===== src/rtl/mips_pkg.sv =====
// mips_pkg: shared definitions for the HI/LO multiply/divide unit.
//   MD_* op encodings as presented on the op port,
//   md_state_e FSM state type, MD_ITER iteration count,
//   small helpers that decode the op field.
package mips_pkg;

    localparam logic [1:0] MD_MULT  = 2'b00;
    localparam logic [1:0] MD_MULTU = 2'b01;
    localparam logic [1:0] MD_DIV   = 2'b10;
    localparam logic [1:0] MD_DIVU  = 2'b11;

    localparam int unsigned MD_ITER = 32;

    typedef enum logic [1:0] {
        MD_IDLE = 2'b00,
        MD_CALC = 2'b01,
        MD_SIGN = 2'b10
    } md_state_e;

    function automatic logic md_is_signed(input logic [1:0] op);
        return ~op[0];
    endfunction

    function automatic logic md_is_div(input logic [1:0] op);
        return op[1];
    endfunction

endpackage


===== src/rtl/muldiv_unit_if.sv =====
// muldiv_unit_if: request/response bundle of the multiply/divide unit.
//   master: drives start/op/rs_data/rt_data/mthi/mtlo, observes hi/lo/busy/done/div_zero
//   slave : the unit itself
interface muldiv_unit_if;
    logic        start;
    logic [1:0]  op;
    logic [31:0] rs_data;
    logic [31:0] rt_data;
    logic        mthi;
    logic        mtlo;
    logic [31:0] hi;
    logic [31:0] lo;
    logic        busy;
    logic        done;
    logic        div_zero;

    modport master (
        output start, op, rs_data, rt_data, mthi, mtlo,
        input  hi, lo, busy, done, div_zero
    );

    modport slave (
        input  start, op, rs_data, rt_data, mthi, mtlo,
        output hi, lo, busy, done, div_zero
    );
endinterface


===== src/rtl/muldiv_unit_signfix.sv =====
// muldiv_signfix: combinational sign handling around the unsigned iterator.
//   a_in/b_in, is_signed -> a_abs/b_abs magnitudes and a_neg/b_neg sign flags
//   res_in, is_div, neg_low, neg_high -> res_out
//     multiply: neg_low negates the full 64-bit product
//     divide  : neg_low negates lo (quotient), neg_high negates hi (remainder)
module muldiv_signfix (
    input  logic        is_signed,
    input  logic [31:0] a_in,
    input  logic [31:0] b_in,
    output logic [31:0] a_abs,
    output logic [31:0] b_abs,
    output logic        a_neg,
    output logic        b_neg,
    input  logic        is_div,
    input  logic        neg_low,
    input  logic        neg_high,
    input  logic [63:0] res_in,
    output logic [63:0] res_out
);

    always_comb begin
        a_neg = is_signed & a_in[31];
        b_neg = is_signed & b_in[31];
        a_abs = a_neg ? (~a_in + 32'd1) : a_in;
        b_abs = b_neg ? (~b_in + 32'd1) : b_in;

        if (!is_div) begin
            res_out = neg_low ? (~res_in + 64'd1) : res_in;
        end else begin
            res_out[63:32] = neg_high ? (~res_in[63:32] + 32'd1) : res_in[63:32];
            res_out[31:0]  = neg_low  ? (~res_in[31:0]  + 32'd1) : res_in[31:0];
        end
    end

endmodule


===== src/rtl/muldiv_unit.sv =====
// muldiv_unit: iterative radix-2 multiply/divide unit with HI/LO registers.
//   clk, rst (async, active-high)
//   bus.start/op/rs_data/rt_data : operation request, accepted only when idle
//   bus.mthi/mtlo                : move rs_data into hi/lo when idle
//   bus.hi/lo                    : result registers
//   bus.busy                     : operation in progress (IDLE excluded)
//   bus.done                     : one-cycle pulse after hi/lo take a result
//   bus.div_zero                 : sticky divide-by-zero flag, cleared by next start
module muldiv_unit
    import mips_pkg::*;
(
    input  logic         clk,
    input  logic         rst,
    muldiv_unit_if.slave bus
);

    md_state_e   state_q, state_d;
    logic [63:0] acc_q, acc_d;
    logic [31:0] opnd_q, opnd_d;
    logic [5:0]  cnt_q, cnt_d;
    logic [1:0]  op_q, op_d;
    logic        neg_lo_q, neg_lo_d;
    logic        neg_hi_q, neg_hi_d;
    logic [31:0] hi_q, hi_d;
    logic [31:0] lo_q, lo_d;
    logic        done_q, done_d;
    logic        dz_q, dz_d;

    logic [31:0] a_abs, b_abs;
    logic        a_neg, b_neg;
    logic [63:0] fixed;
    logic [32:0] mul_sum;
    logic [32:0] rem_sh;
    logic        rem_ge;
    logic [31:0] rem_sub;

    muldiv_signfix u_signfix (
        .is_signed (md_is_signed(bus.op)),
        .a_in      (bus.rs_data),
        .b_in      (bus.rt_data),
        .a_abs     (a_abs),
        .b_abs     (b_abs),
        .a_neg     (a_neg),
        .b_neg     (b_neg),
        .is_div    (md_is_div(op_q)),
        .neg_low   (neg_lo_q),
        .neg_high  (neg_hi_q),
        .res_in    (acc_q),
        .res_out   (fixed)
    );

    always_comb begin
        state_d  = state_q;
        acc_d    = acc_q;
        opnd_d   = opnd_q;
        cnt_d    = cnt_q;
        op_d     = op_q;
        neg_lo_d = neg_lo_q;
        neg_hi_d = neg_hi_q;
        hi_d     = hi_q;
        lo_d     = lo_q;
        dz_d     = dz_q;
        done_d   = 1'b0;

        // multiply: add multiplicand into the upper half when the multiplier
        // LSB is set, then shift the 65-bit {carry,acc} right by one
        mul_sum = {1'b0, acc_q[63:32]} + (acc_q[0] ? {1'b0, opnd_q} : 33'd0);

        // divide: partial remainder shifted left with the next dividend bit;
        // the 33-bit form keeps the bit that would fall off for divisors >= 2^31
        rem_sh  = {acc_q[63:32], acc_q[31]};
        rem_ge  = (rem_sh >= {1'b0, opnd_q});
        rem_sub = rem_sh[31:0] - opnd_q;

        unique case (state_q)
            MD_IDLE: begin
                if (bus.start) begin
                    state_d = MD_CALC;
                    op_d    = bus.op;
                    cnt_d   = '0;
                    if (md_is_div(bus.op)) begin
                        acc_d    = {32'd0, a_abs};
                        opnd_d   = b_abs;
                        dz_d     = (bus.rt_data == '0);
                        // a zero divisor must leave lo all-ones and hi equal to
                        // the raw dividend, so only the remainder sign is restored
                        neg_lo_d = (a_neg ^ b_neg) & (bus.rt_data != '0);
                        neg_hi_d = a_neg;
                    end else begin
                        acc_d    = {32'd0, b_abs};
                        opnd_d   = a_abs;
                        dz_d     = 1'b0;
                        neg_lo_d = a_neg ^ b_neg;
                        neg_hi_d = 1'b0;
                    end
                end else begin
                    if (bus.mthi) hi_d = bus.rs_data;
                    if (bus.mtlo) lo_d = bus.rs_data;
                end
            end
            MD_CALC: begin
                if (cnt_q == 6'(MD_ITER)) begin
                    state_d = MD_SIGN;
                end else begin
                    cnt_d = cnt_q + 6'd1;
                    if (md_is_div(op_q)) begin
                        acc_d = rem_ge ? {rem_sub, acc_q[30:0], 1'b1}
                                       : {rem_sh[31:0], acc_q[30:0], 1'b0};
                    end else begin
                        acc_d = {mul_sum, acc_q[31:1]};
                    end
                end
            end
            MD_SIGN: begin
                hi_d    = fixed[63:32];
                lo_d    = fixed[31:0];
                done_d  = 1'b1;
                state_d = MD_IDLE;
            end
            default: state_d = MD_IDLE;
        endcase
    end

    always_ff @(posedge clk or posedge rst) begin
        if (rst) begin
            state_q  <= MD_IDLE;
            acc_q    <= '0;
            opnd_q   <= '0;
            cnt_q    <= '0;
            op_q     <= '0;
            neg_lo_q <= 1'b0;
            neg_hi_q <= 1'b0;
            hi_q     <= '0;
            lo_q     <= '0;
            done_q   <= 1'b0;
            dz_q     <= 1'b0;
        end else begin
            state_q  <= state_d;
            acc_q    <= acc_d;
            opnd_q   <= opnd_d;
            cnt_q    <= cnt_d;
            op_q     <= op_d;
            neg_lo_q <= neg_lo_d;
            neg_hi_q <= neg_hi_d;
            hi_q     <= hi_d;
            lo_q     <= lo_d;
            done_q   <= done_d;
            dz_q     <= dz_d;
        end
    end

    assign bus.hi       = hi_q;
    assign bus.lo       = lo_q;
    assign bus.busy     = (state_q != MD_IDLE);
    assign bus.done     = done_q;
    assign bus.div_zero = dz_q;

endmodule


===== src/flat_wrapper.sv =====
// flat-port wrapper written by rule: the top's interface ports become plain ports
module muldiv_unit_flat import mips_pkg::*;
  (clk, rst, bus_start, bus_op, bus_rs_data, bus_rt_data, bus_mthi, bus_mtlo, bus_hi, bus_lo, bus_busy, bus_done, bus_div_zero);
  muldiv_unit_if bus_i ();
  input  logic clk;
  input  logic rst;
  input wire logic [$bits(bus_i.start)-1:0] bus_start;
  input wire logic [$bits(bus_i.op)-1:0] bus_op;
  input wire logic [$bits(bus_i.rs_data)-1:0] bus_rs_data;
  input wire logic [$bits(bus_i.rt_data)-1:0] bus_rt_data;
  input wire logic [$bits(bus_i.mthi)-1:0] bus_mthi;
  input wire logic [$bits(bus_i.mtlo)-1:0] bus_mtlo;
  output wire logic [$bits(bus_i.hi)-1:0] bus_hi;
  output wire logic [$bits(bus_i.lo)-1:0] bus_lo;
  output wire logic [$bits(bus_i.busy)-1:0] bus_busy;
  output wire logic [$bits(bus_i.done)-1:0] bus_done;
  output wire logic [$bits(bus_i.div_zero)-1:0] bus_div_zero;
  assign bus_i.start = bus_start;
  assign bus_i.op = bus_op;
  assign bus_i.rs_data = bus_rs_data;
  assign bus_i.rt_data = bus_rt_data;
  assign bus_i.mthi = bus_mthi;
  assign bus_i.mtlo = bus_mtlo;
  assign bus_hi = bus_i.hi;
  assign bus_lo = bus_i.lo;
  assign bus_busy = bus_i.busy;
  assign bus_done = bus_i.done;
  assign bus_div_zero = bus_i.div_zero;
  muldiv_unit u_core (.clk(clk), .rst(rst), .bus(bus_i));
endmodule

===== config.mk =====
export PLATFORM = sky130hd
export DESIGN_NAME = muldiv_unit_flat
export DESIGN_NICKNAME = d
export VERILOG_FILES = /design/src/rtl/mips_pkg.sv /design/src/rtl/muldiv_unit_if.sv /design/src/rtl/muldiv_unit_signfix.sv /design/src/rtl/muldiv_unit.sv /design/src/flat_wrapper.sv
export SDC_FILE = /design/constraint.sdc
export NUM_CORES = 1
export LEC_CHECK = 0
export ABC_AREA = 1
export ABC_CLOCK_PERIOD_IN_PS = 5560
export CELL_PAD_IN_SITES_DETAIL_PLACEMENT = 0
export CELL_PAD_IN_SITES_GLOBAL_PLACEMENT = 1
export CORE_MARGIN = 2
export CORE_UTILIZATION = 38
export CTS_CLUSTER_DIAMETER = 30
export DETAILED_ROUTE_END_ITERATION = 8
export PLACE_DENSITY = 0.76
export SETUP_SLACK_MARGIN = 0.05
export SYNTH_ARGS = -nofsm -noshare
export SYNTH_HDL_FRONTEND = slang
export SYNTH_SLANG_ARGS = --single-unit

===== constraint.sdc =====
create_clock -name clk -period 5.56 [get_ports clk]
set_input_delay 1.112 -clock clk [delete_from_list [all_inputs] [get_ports clk]]
set_output_delay 1.112 -clock clk [all_outputs]
set_load 0.02 [all_outputs]

Word-level counts from Yosys, hierarchy flattened:

Index checks and enable logic that the tools add are counted.

* register bits: 174
* bits of input ports: 71
* output and inout bits: 67
* word-level logic and storage cells: 80

* add/sub/neg operators: 8
* order comparisons: 1
* eq/ne operators: 9
* mux-type cells: 30
* bitwise operators: 10
* reductions and logical operators: 11

Operators by type and width (number)
* $mux 64: 6
* $mux 32: 11
* $add 32x1->32 const B: 4
* $not 32->32: 4
* $pmux 32 s2: 2
* $pmux 64 s2: 1
* $add 64x1->64 const B: 1
* $not 64->64: 1
* $add 32x33->33: 1
* $ge 33x32->1: 1
* $logic_not 32->1: 1
* $reduce_bool 32->1: 1
* $sub 32x32->32: 1
* $mux 6: 2
* $pmux 6 s2: 1
* $ne 2x2->1 const B: 5
* $reduce_and 3->1: 3
* $add 6x1->6 const B: 1
* $eq 6x6->1 const B: 1
* $reduce_bool 2->1: 3
* $mux 1: 4
* $mux 2: 2
* $pmux 2 s2: 1
* $reduce_and 2->1: 2
* 7 further kinds: 9

Longest topological paths before layout:

* depth after elaboration: 6
* depth in mapped cells: 21
* gate-level depth less buffers: 19

Hierarchy:

From an unflattened synthesis, not the netlist that was laid out.

* cell total of the unflattened synthesis: 3067
* area total of the unflattened synthesis: 18086.1 µm²

Modules (own cells, without submodules)
* muldiv_unit: instances 1, cells each 2190, area an instance 13738.2 µm², seq. area each 4329.2 µm²
* muldiv_signfix: instances 1, cells each 877, area an instance 4347.9 µm², seq. area each 0.0 µm²

Least setup slack after synthesis:

OpenSTA, ideal clock, no wires.

* kind: input -> register
* from: input port bus_rs_data[0]
* to: register u_core.acc_q[12]
* setup time: 0.077 ns
* arrival time: 2.390 ns
* data required time: 5.483 ns
* setup slack: 3.093 ns
* stages on the path: 11
* buffers on the path: 0
* cell sequence: inv_1 > ha_1 > nand3_1 > nor2_2 > nand2_1 > o21ai_1 > xor2_1 > inv_1 > nand2_1 > nand3_1 > a21oi_1

* cells in the longest elaborated chain, start to end: 6

Ends and longest elaborated chain
* start: declaration: line flat_wrapper.sv:9 `input wire logic [$bits(bus_i.rs_data)-1:0] bus_rs_data;`
* $not 32->32: line muldiv_unit_signfix.sv:24 `a_abs = a_neg ? (~a_in + 32'd1) : a_in;`
* $add 32x1->32: line muldiv_unit_signfix.sv:24
* $mux 32: line muldiv_unit_signfix.sv:24
* $mux 32: line muldiv_unit.sv:81 `if (md_is_div(bus.op)) begin`
* $mux 64: line muldiv_unit.sv:77 `if (bus.start) begin`
* $pmux 64 s2: line muldiv_unit.sv:75 `unique case (state_q)`
* end signal: assignment: line muldiv_unit.sv:127 `acc_q <= '0;`
* end signal: assignment: line muldiv_unit.sv:139 `acc_q <= acc_d;`
* end: declaration: line muldiv_unit.sv:18 `logic [63:0] acc_q, acc_d;`

Every way passes these cells. The select of a mux whose other input is x is not followed.
A chain may end at the register's enable or synchronous reset.

Worst setup path in the final report:

* from: input port bus_rs_data[31]
* to: register u_core.opnd_q[23]

* cells in the longest elaborated chain, start to end: 3

Ends and longest elaborated chain
* $and 1x1->1: line muldiv_unit_signfix.sv:22 `a_neg = is_signed & a_in[31];`
* $mux 32: line muldiv_unit_signfix.sv:24
* $mux 32: line muldiv_unit.sv:81
* end signal: assignment: line muldiv_unit.sv:140 `opnd_q <= opnd_d;`
* end: declaration: line muldiv_unit.sv:19 `logic [31:0] opnd_q, opnd_d;`

Every way passes these cells.

==> impl_metrics.csv <==
group,metric,value,unit
yosys,yosysUniqueCellTypes,49,
final_layout,design_area,21600,um^2
timing,worst_slack,1.89,ns
drt,first_iter_violations,2406,
placed_design,dp_slack,1.43,ns
grt,grt_use_total,35.8,%
critical_path,critPathTopFamily,"buffers and inverters",
power_and_ir_drop,power,14800,uW
critical_path,path_buf_inv,2,
flow_run,maxCapViolCount,0,
critical_path,cp_slowest_cell,"inv_2",
cts,cts-root-buf,"clkbuf_16",
grt,grt_overflow,0,
worst_hold_path,worstHoldPathType,"reg2reg",
yosys,syn-num-nets,3511,
die,die_h,228,um
cts,cts_tree,"yes",
yosys,synth-seq-area-share,22.8,%
critical_path,setup.worst_path.class,"in2reg",
placed_design,io_buffer_count,137,
timing,setup_violations,0,
critical_path,cp.required,5.90,ns
power_and_ir_drop,irDropWorstVdd,349,uV
timing,rsz0062_at_grt,"no",
cts,clk_pin_slew,0.08,ns
critical_path,crit_arrival,4.01,ns
critical_path,end_kind,"flop",
timing,max_slew.worst_pin.slew,1.27,ns
timing,holdWs,0.483,ns
yosys,synthArstFlopShare,100,%
final_layout,multi_input_area,12200,um^2
critical_path,path_max_fanout,37,
grt,grt_pass1_vias,21600,
yosys,syn_area,19000,um^2
critical_path,cp_slowest_stage_delay,0.66,ns
cts,cts_hold_buffers,0,
timing,period_needed,3.67,ns
cts,clock_latency,0.50,ns
drt,dr.pass1.iters,6,
die,die_w,228,um
yosys,synth_warnings,0,
grt,antenna_found_initial,0,
yosys,ys_seq_elements,173,
drt,num_vias,22800,
final_layout,num-nets-final,3591,
die,row_count,82,
status,outcome,"complete, no violations",
yosys,synth_ff_type,"dfrtp_1",
critical_path,crit_chain,"clkdlybuf4s50_1, nand2_1, inv_2, nand2_1, nand2_1, a21oi_1, o21ai_0, o21ai_0",
cts,cts.sinks,173,
final_layout,area_delta_synth_final,13.5,%
timing,tns,0,ns
power_and_ir_drop,powerDensity,686,nW/um^2
placed_design,dp_hpwl,77300,um
yosys,yosysTopAreaCellShare,22.8,%
timing,relSlewSlack,14.9,%
critical_path,cp_common_cell,"nand2_1",
drt,avgViaCountPerCell,5.51,
drt,wirelength,94200,um
yosys,yosysMostFrequentCell,"nand2_1",
timing,hold_violations,0,
cts,cts.htree.levels,4,
drt,post_drt_wl_per_cell,22.8,um
cts,cts_buffers,17,
die,core_region_area,49800,um^2
final_layout,seqCellArea,4330,um^2
drt,drc,0,
grt,grt_max_degree,110,
die,num_io_pins,138,
timing,finClkSkew,0.00862,ns
yosys,synth_area_leaders,"dfrtp_1 (23%), nand2_1 (23%), nand3_1 (10%), inv_1 (10%), nor2_1 (6.5%)",
final_layout,drive_gt1_share,3.84,%
yosys,syn_inst,3368,
yosys,synth_edf_count,0,
die,initial_core_util,38.2,%
placed_design,post_dp_cell_area,21000,um^2
critical_path,cp-start-kind,"input pin",
yosys,synth_common_cells,"nand2_1 (1148), inv_1 (513), nand3_1 (389)",
cts,cts_resized,0,
drt,ant_nets,0,
yosys,yosys.area.top_type,"dfrtp_1",
grt,grt_pass1_wl,138000,um
die,die_area,51900,um^2
timing,fin_crit_sh,66.1,%
cts,cts_setup_buffers,0,
placed_design,gp_congestion,0.982,
timing,drv_slew,0,
timing,fmax,272,MHz
yosys,syn_avg_cell_area,5.65,um^2
cts,cts_max_path_buffers,2,
power_and_ir_drop,power.leakage,0.0112,uW
final_layout,fillerInstances,5516,
## through the flow
| step | util, % | cells |
|---|---|---|
| floorplan | - | 3368 |
| global placement | 42.3 | 4101 |
| detailed placement | 42.3 | 4101 |
| CTS | 43.4 | 4133 |
| global route | 43.4 | 4133 |
| finish | 43.4 | 4134 |
## routing by layer
metal / up-vias / global-route usage [%] / share of wire (%)
li1: 10900 / - / -
met1: 10800 / 48.5 / 44
met2: 922 / 55.5 / 44
met3: 177 / 5.88 / 7.7
met4: 0 / 17.0 / 4.9
met5: - / 0 / 0
## sequential cells by signal (all words and copies together), names as in the netlist
name	count
u_core.op_q	1
u_core.acc_q	64
u_core.bus.done	1
u_core.cnt_q	6
u_core.state_q	2
u_core.neg_lo_q	1
u_core.bus.div_zero	1
u_core.opnd_q	32
u_core.bus.lo	32
u_core.bus.hi	32
u_core.neg_hi_q	1
## power by group
group	total, uW	internal, uW	switching, uW
Combinational	10600	3520	7100
Clock	1220	587	636
Sequential	2970	1910	1060
Total	14800	6020	8800
## kinds of logic (layout without fill, tap and decap cells)
family / count (synthesis) / count (layout) / share of synthesized area, %
XOR/XNOR: 51 / 51 / 2.35
multiplexers: 1 / 1 / 0.0592
AND/OR/NAND/NOR: 2023 / 2023 / 44.9
other: 0 / 1 / 0
adder cells (fa/ha/maj): 72 / 72 / 4.81
flip-flops: 173 / 173 / 22.8
buffers and inverters: 643 / 736 / 13.0
AO/OA/AOI/OAI: 405 / 405 / 12.1
## worst register-to-register path: cells and delay by family, from the launching register on
family / cells / cell delay [ns]
simple gates: 10 / 1.90
fa+ha+maj: 1 / 0.41
flops: 1 / 0.76
compound gates: 1 / 0.27
buf+inv: 1 / 0.04
## layout by cell type (no fill, tap or decap), types with 20 or more instances in the layout
master	Yosys	routed
a21oi_1	143	143
buf_4	3	31
clkdlybuf4s50_1	0	137
dfrtp_1	173	172
ha_1	70	70
inv_1	513	511
inv_2	20	21
nand2_1	1148	1147
nand3_1	389	389
nand3b_1	20	20
nand4_1	56	56
nor2_1	332	330
nor3_1	23	23
o211ai_1	43	43
o21ai_0	144	144
o221ai_1	20	20
xor2_1	32	32
## layout make-up
| type | instances | share of cell area (%) |
|---|---|---|
| diodes | 1 | 0.0116 |
| clock buffers | 18 | 1.99 |
| clock inverters | 14 | 0.568 |
| inverters | 535 | 9.31 |
| multi-input cells | 2552 | 56.7 |
| flip-flops and latches | 173 | 20.0 |
| well taps | 672 | 3.89 |
| repair buffers | 169 | 7.52 |
## final timing paths
check	start	endpoint	slack, ns	cells after the start
hold reg to reg	u_core.cnt_q[5]	u_core.cnt_q[5]	0.48	1
setup / recovery	bus_rs_data[31]	u_core.opnd_q[23]	1.89	8
max in group asynchronous	rst	u_core.bus.hi[10]	3.68	3
setup reg to reg	u_core.acc_q[54]	u_core.acc_q[52]	2.07	13
min in group asynchronous	rst	u_core.bus.lo[9]	1.16	3
hold / removal	u_core.cnt_q[5]	u_core.cnt_q[5]	0.48	1
No activity file was read; power rests on OpenSTA's default activity.
